[config.mk]
export PLATFORM = sky130hd
export DESIGN_NAME = vga_timing_pipe
export DESIGN_NICKNAME = d
export VERILOG_FILES = /design/src/rtl/vga_timing_pipe_pkg.sv /design/src/rtl/pix_delay_line.sv /design/src/rtl/vga_timing_pipe.sv
export SDC_FILE = /design/constraint.sdc
export NUM_CORES = 1
export LEC_CHECK = 0
export CAP_MARGIN = 20
export CORE_UTILIZATION = 45
export CTS_CLUSTER_SIZE = 12
export DETAILED_ROUTE_END_ITERATION = 8
export PLACE_DENSITY_LB_ADDON = 0.1
export SETUP_SLACK_MARGIN = 0.02
export SLEW_MARGIN = 25
export SYNTH_ARGS = -nofsm -noshare
export SYNTH_HDL_FRONTEND = slang
export SYNTH_SLANG_ARGS = --single-unit
[constraint.sdc]
create_clock -name clk -period 2.18 [get_ports clk]
set_input_delay 0.327 -clock clk [delete_from_list [all_inputs] [get_ports clk]]
set_output_delay 0.327 -clock clk [all_outputs]
set_load 0.02 [all_outputs]
[src/rtl/vga_timing_pipe_pkg.sv]
// ---------------------------------------------------------------------------
// vga_timing_pipe_pkg
//   Shared definitions for the VGA timing pipeline:
//   - default 640x480@60 timing constant set (100 MHz clk, /4 pixel tick)
//   - sync_t: the {hs, vs, de} bundle carried through the alignment delay
//   - in_span(): half-open window test used for active area and sync pulses
//   Colour packing everywhere in this block is {r, g, b}, red in the MSBs.
// ---------------------------------------------------------------------------
package vga_timing_pipe_pkg;

  // 640x480@60 with a 25 MHz pixel rate derived from a 100 MHz clk.
  localparam int VGA_CLK_DIV  = 4;
  localparam int VGA_H_ACTIVE = 640;
  localparam int VGA_H_FP     = 16;
  localparam int VGA_H_SYNC   = 96;
  localparam int VGA_H_BP     = 48;
  localparam int VGA_V_ACTIVE = 480;
  localparam int VGA_V_FP     = 10;
  localparam int VGA_V_SYNC   = 2;
  localparam int VGA_V_BP     = 33;
  localparam int VGA_PIPE_LAT = 2;
  localparam int VGA_COLOR_W  = 4;

  // Sync flags are carried active-high; polarity is applied at the pins.
  typedef struct packed {
    logic hs;
    logic vs;
    logic de;
  } sync_t;

  // True when lo <= val < lo + len.
  function automatic logic in_span(input int val, input int lo, input int len);
    return (val >= lo) && (val < lo + len);
  endfunction

endpackage

[src/rtl/pix_delay_line.sv]
// ---------------------------------------------------------------------------
// pix_delay_line
//   Clock-enabled shift register used to align sync/blank with renderer
//   latency. DEPTH = 0 degenerates to a wire.
//   Ports:
//     clk    in   system clock
//     rst_n  in   asynchronous active-low reset, loads RST_VAL into every stage
//     ce     in   shift enable (one stage per asserted cycle)
//     d      in   W-bit input word
//     q      out  W-bit word delayed by DEPTH enabled cycles
// ---------------------------------------------------------------------------
module pix_delay_line #(
  parameter int           W       = 1,
  parameter int           DEPTH   = 1,
  parameter logic [W-1:0] RST_VAL = '0
) (
  input  logic         clk,
  input  logic         rst_n,
  input  logic         ce,
  input  logic [W-1:0] d,
  output logic [W-1:0] q
);

  generate
    if (DEPTH == 0) begin : g_pass
      assign q = d;
      // Clock, reset and enable have no role in the pass-through case.
      logic unused_pass;
      assign unused_pass = ^{clk, rst_n, ce};
    end else begin : g_shift
      logic [W-1:0] stage [DEPTH];

      always_ff @(posedge clk or negedge rst_n) begin
        if (!rst_n) begin
          for (int i = 0; i < DEPTH; i++) stage[i] <= RST_VAL;
        end else if (ce) begin
          stage[0] <= d;
          for (int i = 1; i < DEPTH; i++) stage[i] <= stage[i-1];
        end
      end

      assign q = stage[DEPTH-1];
    end
  endgenerate

endmodule

[src/rtl/vga_timing_pipe.sv]
// ---------------------------------------------------------------------------
// vga_timing_pipe
//   Parametrised VGA scan generator. Divides clk into a pixel tick, walks the
//   H/V raster, issues pixel-coordinate requests to a renderer, and re-aligns
//   the returned colour with delayed sync/blank so the pins stay coherent.
//   Pin state reflects the request issued PIPE_LAT+1 ticks earlier.
//   Ports:
//     clk          in   system clock
//     RSTN         in   asynchronous active-low reset
//     pix_ce       out  one-clk pixel tick
//     pix_x        out  request column (h counter)
//     pix_y        out  request row (v counter)
//     pix_valid    out  request lies in the active area
//     line_start   out  pulse with the tick that enters x = 0
//     frame_start  out  pulse with the tick that enters (0,0)
//     rgb_in       in   renderer colour {r,g,b}, PIPE_LAT ticks after request
//     vga_hs/vs    out  sync pins (HS_POL/VS_POL = active level)
//     vga_red/green/blue out colour pins, forced to 0 during blanking
// ---------------------------------------------------------------------------
module vga_timing_pipe
  import vga_timing_pipe_pkg::*;
#(
  parameter int CLK_DIV  = VGA_CLK_DIV,
  parameter int H_ACTIVE = VGA_H_ACTIVE,
  parameter int H_FP     = VGA_H_FP,
  parameter int H_SYNC   = VGA_H_SYNC,
  parameter int H_BP     = VGA_H_BP,
  parameter int V_ACTIVE = VGA_V_ACTIVE,
  parameter int V_FP     = VGA_V_FP,
  parameter int V_SYNC   = VGA_V_SYNC,
  parameter int V_BP     = VGA_V_BP,
  parameter bit HS_POL   = 1'b0,
  parameter bit VS_POL   = 1'b0,
  parameter int PIPE_LAT = VGA_PIPE_LAT,
  parameter int COLOR_W  = VGA_COLOR_W,
  localparam int H_TOTAL = H_ACTIVE + H_FP + H_SYNC + H_BP,
  localparam int V_TOTAL = V_ACTIVE + V_FP + V_SYNC + V_BP,
  localparam int XW      = $clog2(H_TOTAL),
  localparam int YW      = $clog2(V_TOTAL)
) (
  input  logic                 clk,
  input  logic                 RSTN,
  output logic                 pix_ce,
  output logic [XW-1:0]        pix_x,
  output logic [YW-1:0]        pix_y,
  output logic                 pix_valid,
  output logic                 line_start,
  output logic                 frame_start,
  input  logic [3*COLOR_W-1:0] rgb_in,
  output logic                 vga_hs,
  output logic                 vga_vs,
  output logic [COLOR_W-1:0]   vga_red,
  output logic [COLOR_W-1:0]   vga_green,
  output logic [COLOR_W-1:0]   vga_blue
);

  localparam int            DW      = (CLK_DIV > 1) ? $clog2(CLK_DIV) : 1;
  localparam logic [DW-1:0] DIV_MAX = DW'(CLK_DIV - 1);
  localparam logic [XW-1:0] H_LAST  = XW'(H_TOTAL - 1);
  localparam logic [YW-1:0] V_LAST  = YW'(V_TOTAL - 1);

  logic [DW-1:0] div;
  logic [XW-1:0] h_cnt;
  logic [YW-1:0] v_cnt;
  sync_t         raw;
  sync_t         dly;

  // Pixel tick divider. With CLK_DIV = 1, div stays 0 and the tick is constant.
  always_ff @(posedge clk or negedge RSTN) begin
    if (!RSTN)                div <= '0;
    else if (div == DIV_MAX)  div <= '0;
    else                      div <= div + DW'(1);
  end

  assign pix_ce = (div == DIV_MAX);

  // Counters park at the last position of the frame so the very first tick
  // after reset lands on (0,0) and raises frame_start.
  always_ff @(posedge clk or negedge RSTN) begin
    if (!RSTN) begin
      h_cnt <= H_LAST;
      v_cnt <= V_LAST;
    end else if (pix_ce) begin
      if (h_cnt == H_LAST) begin
        h_cnt <= '0;
        v_cnt <= (v_cnt == V_LAST) ? '0 : v_cnt + YW'(1);
      end else begin
        h_cnt <= h_cnt + XW'(1);
      end
    end
  end

  assign pix_x       = h_cnt;
  assign pix_y       = v_cnt;
  assign pix_valid   = in_span(int'(h_cnt), 0, H_ACTIVE) && in_span(int'(v_cnt), 0, V_ACTIVE);
  assign line_start  = pix_ce && (h_cnt == H_LAST);
  assign frame_start = line_start && (v_cnt == V_LAST);

  always_comb begin
    raw    = '0;
    raw.hs = in_span(int'(h_cnt), H_ACTIVE + H_FP, H_SYNC);
    raw.vs = in_span(int'(v_cnt), V_ACTIVE + V_FP, V_SYNC);
    raw.de = pix_valid;
  end

  // Delays sync/de by the renderer latency so they meet the matching colour.
  pix_delay_line #(
    .W       ($bits(sync_t)),
    .DEPTH   (PIPE_LAT),
    .RST_VAL ('0)
  ) u_sync_dly (
    .clk   (clk),
    .rst_n (RSTN),
    .ce    (pix_ce),
    .d     (raw),
    .q     (dly)
  );

  // Pin register: one tick of latency on top of the delay line. Colour is
  // gated by de so blanking is black regardless of what the renderer returns.
  always_ff @(posedge clk or negedge RSTN) begin
    if (!RSTN) begin
      vga_hs    <= ~HS_POL;
      vga_vs    <= ~VS_POL;
      vga_red   <= '0;
      vga_green <= '0;
      vga_blue  <= '0;
    end else if (pix_ce) begin
      vga_hs    <= dly.hs ? HS_POL : ~HS_POL;
      vga_vs    <= dly.vs ? VS_POL : ~VS_POL;
      vga_red   <= dly.de ? rgb_in[3*COLOR_W-1 -: COLOR_W] : '0;
      vga_green <= dly.de ? rgb_in[2*COLOR_W-1 -: COLOR_W] : '0;
      vga_blue  <= dly.de ? rgb_in[COLOR_W-1   -: COLOR_W] : '0;
    end
  end

endmodule
Word-level counts from Yosys, hierarchy flattened
Cells that the tools add are included.
{"block": "totals", "in_bits": 14, "out_inout_bits": 38, "register_bits": 42, "wordCells": 36}
{"block": "op_classes", "n_addsub": 3, "n_reduce_logical": 6, "n_lt_le_gt_ge": 6, "eq_ne": 3, "muxes": 8}
{"cell": "10-bit by 1-bit adder with 10-bit output, second input constant", "count": 2}
{"cell": "10-bit == test, second input constant", "count": 2}
{"cell": "10-bit less-than comparator, second input constant", "count": 2}
{"cell": "10-bit by 9-bit less-than comparator with 1-bit output, second input constant", "count": 2}
{"cell": "10-bit two-way mux", "count": 2}
{"cell": "4-bit two-way mux", "count": 3}
{"cell": "10-bit >= comparator, second input constant", "count": 1}
{"cell": "10-bit by 9-bit >= comparator with 1-bit output, second input constant", "count": 1}
{"cell": "1-bit logical AND", "count": 5}
{"cell": "2-bit by 1-bit adder with 2-bit output, second input constant", "count": 1}
{"cell": "2-bit == test, second input constant", "count": 1}
{"cell": "1-bit two-way mux", "count": 2}
{"cell": "2-bit two-way mux", "count": 1}
{"cell": "2-bit AND reduction", "count": 1}

Longest topological paths before layout
{"block": "depth", "ltp_word": 3, "depth_mapped": 7, "depth_no_buf": 6}

Cells and area by module
A second synthesis with hierarchy kept.
{"block": "hier_totals", "hier_cells": 196, "area_unflattened_um2": 2033.2}
{"module": "vga_timing_pipe", "seq_area_each_um2": 915.9, "cells_per_inst": 180, "instances": 1, "area_each_um2": 1759.2}
{"module": "pix_delay_line", "seq_area_each_um2": 150.1, "cells_per_inst": 16, "instances": 1, "area_each_um2": 274.0}

Least setup slack after synthesis
Ideal clock, no wire load.
{"block": "synth_timing", "kind": "flip-flop to output port", "startpoint": "register h_cnt[0], in the netlist pix_x[0]", "endpoint": "output frame_start", "t_arrival_ns": 1.610, "slack_ns": 0.243, "n_path_buf": 1, "required_time_ns": 1.853, "stages_incl_launch_ff": 7, "cell_sequence": "dfstp_2 -> ha_1 -> and4bb_1 -> nand4_2 -> inv_1 -> buf_4 -> and2_1"}
{"block": "synth_via", "elab_chain_cells": 3}
{"element": "start: declaration", "line_no": "vga_timing_pipe.sv:63", "rtl": "logic [XW-1:0] h_cnt;"}
{"element": "start signal: assignment", "line_no": "vga_timing_pipe.sv:88", "rtl": "h_cnt <= h_cnt + XW'(1);"}
{"element": "10-bit == test", "line_no": "vga_timing_pipe.sv:96", "rtl": "assign line_start = pix_ce && (h_cnt == H_LAST);"}
{"element": "1-bit logical AND", "line_no": "vga_timing_pipe.sv:96"}
{"element": "named net line_start", "line_no": "vga_timing_pipe.sv:47", "rtl": "output logic line_start,"}
{"element": "1-bit logical AND", "line_no": "vga_timing_pipe.sv:97", "rtl": "assign frame_start = line_start && (v_cnt == V_LAST);"}
{"element": "end: declaration", "line_no": "vga_timing_pipe.sv:48", "rtl": "output logic frame_start,"}
The timed path passes the listed nets, and every way through them passes these cells.

Worst setup path in the final report
{"block": "layout_timing", "startpoint": "register h_cnt[1], in the netlist pix_x[1]", "endpoint": "output frame_start"}
{"block": "layout_via", "elab_chain_cells": 3}
{"element": "10-bit == test", "line_no": "vga_timing_pipe.sv:96"}
{"element": "1-bit logical AND", "line_no": "vga_timing_pipe.sv:96"}
{"element": "1-bit logical AND", "line_no": "vga_timing_pipe.sv:97"}
Every way passes these cells.

==> impl_metrics.csv <==
group,metric,value,unit
critical_path,rr_worst_depth,8,
final_layout,fin_area,0.00280,sq mm
floorplanning,fp.dieH,68.8,um
floorplanning,rows,23,
clock_network,clk_latency,0.28,ns
final_layout,diodes,0,
yosys,syn-num-nets,218,
yosys,syn_area_per_cell,10.1,sq um
global_route,grt_pass1_wl,6640,um
floorplanning,ios,52,
clock_network,cts_made_buffers,5,
floorplanning,die_x,68.8,um
clock_network,cts_tree,"done",
clock_network,cts_sinks,42,
critical_path,r2r_slack,0.36,ns
place,gp_congestion,0.889,
critical_path,arrival,1.73,ns
final_layout,syn_to_final_growth,39.6,%
yosys,synth_seq_cells,42,
critical_path,slowest_delay,0.54,ns
global_route,gr-usage-met1,25.3,%
critical_path,crit_type,"register to output pin",
global_route,antenna_found_initial,0,
final_layout,fin_cells,323,
timing,period_needed,2.06,ns
floorplanning,initial_core_util,48.5,%
pwr,irDropWorstVdd,0.000343,V
hold_path,min_path_type,"input pin to asynchronous set/reset pin",
global_route,grtUsageMet2,31.6,%
timing,finalHoldViolations,0,
routing,ant_nets,0,
timing,tightest_slew,0.602,ns
yosys,syn-instance-count,199,
critical_path,slowest_stage,"dfstp_2",
flow_run,maxCapViolCount,0,
yosys,async_flop_share,100,%
yosys,syn_area,0.00201,sq mm
place,post_dp_cell_area,0.00270,sq mm
pwr,p_leak,1.27,nW
critical_path,cp-start-kind,"register",
place,place_ws,-0.00126,ns
global_route,grt_pass1_vias,1441,
yosys,ys.flop_type,"dfrtp_1",
routing,drt_iter0_drc,87,
yosys,synthTopCellsByArea,"dfrtp_1, dfstp_2, o21ai_0",
clock_network,h-tree-depth,2,
timing,finalCritPeriodShare,94.4,%
routing,routed_wl,4210,um
floorplanning,coreArea,0.00414,sq mm
final_layout,layout_common_cells,"clkdlybuf4s50_1, dfrtp_1, buf_4",
floorplanning,die_area,0.00473,sq mm
yosys,synth_edf_count,0,
place,hpwl,3040,um
global_route,grt_usage,19.4,%
critical_path,cp-end-kind,"output pin",
global_route,busiest_layer,"met2",
clock_network,clock_path_buffers,2,
pwr,power_density,517,mW/mm^2
routing,routed_via_density,5.07,
yosys,synthDominantCellAreaShare,37.4,%
clock_network,postCtsSetupRepairBufs,0,
global_route,use_met3,4.44,%
yosys,yosys.area.top_type,"dfrtp_1",
clock_network,clockRootBuffer,"clkbuf_8",
final_layout,fin_util,67.6,%
global_route,grt_max_degree,33,
final_layout,nets,291,
routing,dr_total_vias,1638,
critical_path,cp.required,1.85,ns
critical_path,cp_cell_sequence,"ha_1, and4bb_1, nand4_2, inv_2, and2_1, buf_2",
yosys,yosysSeqAreaShare,53.1,%
place,io_buffers,51,
yosys,yosysUniqueCellTypes,39,
clock_network,path_clk_slew,0.07,ns
place,placed_cells,315,
timing,rsz0062_at_grt,"no",
final_layout,register_area,0.00107,sq mm
routing,wire_per_inst,13.0,um
timing,slew_headroom,59.9,%
final_layout,fillers,335,
final_layout,final_common_cell,"clkdlybuf4s50_1",
timing,setup_ws,0.123,ns
final_layout,drive_gt1_share,21.2,%
timing,fmax,0.486,GHz
critical_path,crit_buf_inv,2,
critical_path,critical_path_depth,6,
timing,final-setup-viol-count,0,
final_layout,multi_input_area,796,sq um
timing,final_max_slew_viol_count,0,
timing,clock_skew,0.00238,ns
status,status,"finished clean",
routing,firstDrtPassIters,5,
critical_path,critical_path.top_delay_family,"flip-flops",
routing,drc,0,
yosys,yosysWarnings,0,
global_route,overflow,0,
critical_path,cp_max_fo,3,
## worst reg2reg max path: stages (launching register included)
cell	delay (ns)
dfstp_2	0.54
ha_1	0.17
and4bb_1	0.24
nand4_2	0.13
inv_2	0.09
buf_4	0.11
buf_4	0.13
nand2b_1	0.09
o31ai_1	0.22
## state kept, by name, summed over array words and instances, names as in the netlist
signal                    count
div                           2
pix_x                        10
pix_y                        10
u_sync_dly.g_shift.stage      3
u_sync_dly.q                  3
vga_blue                      4
vga_green                     4
vga_hs                        1
vga_red                       4
vga_vs                        1
## metal layers
| metal | vias up | part of all wire (%) |
|---|---|---|
| met5 | - | 0 |
| li1 | 817 | - |
| met1 | 777 | 47 |
| met2 | 38 | 47 |
| met3 | 6 | 4.7 |
| met4 | 0 | 0.66 |
## timing repair
action                     in CTS  in global routing
setup endpoints to repair       3                  1
resized for setup               9                  1
cloned                          0                  0
pin swaps                       1                  1
hold buffers                    0                  0
## layout make-up
type	count	share of cell area, %
Clock buffer	8	3.93
Tap cell	50	2.23
Timing Repair Buffer	76	24.3
Sequential cell	42	38.0
Inverter	23	3.08
Multi-Input combinational cell	124	28.4
## path summary, 6_finish.rpt
kind / end / startpoint
worst min register to register: vga_hs / u_sync_dly.q[2]
worst max register to register: pix_y[5] / pix_x[1]
worst max-delay path: frame_start / pix_x[1]
worst min-delay path: vga_red[1] / RSTN
min in group clk: vga_hs / u_sync_dly.q[2]
max in group asynchronous: pix_y[9] / RSTN
## per-stage QoR
step	TNS (ns)	power [W]	hold slack (ns)
after floorplan	0	0.000833	0.0314
after global placement	0	0.000897	0.368
after detailed placement	-0.00126	0.000898	0.364
after CTS	0	0.00147	0.0543
after global routing	0	0.00151	0.0820
final	0	0.00145	0.0445
## Yosys cell counts, drive strengths merged (5+ instances only)
cell,instances
buf,5
clkbuf,5
dfrtp,30
dfstp,12
ha,5
inv,23
nand2,12
nand3,17
nand4,8
nor2,9
nor3,6
o21ai,23
## cell families (layout without fill, tap and decap cells)
logic type	count (synthesis)	after routing	synth area share (%)
buffers and inverters	33	107	7.29
AND/OR/NAND/NOR	72	72	20.2
flip-flops	42	42	53.1
multiplexers	7	7	3.74
AO/OA/AOI/OAI	32	32	9.03
XOR/XNOR	8	8	3.49
adder cells (fa/ha/maj)	5	5	3.12
## where the power goes
part / switching [W] / internal [W] / total, W
Clock: 0.000246 / 0.000320 / 0.000566
Sequential: 0.00000543 / 0.000791 / 0.000796
Combinational: 0.0000413 / 0.0000440 / 0.0000853
No activity file was read; power rests on OpenSTA's default activity.
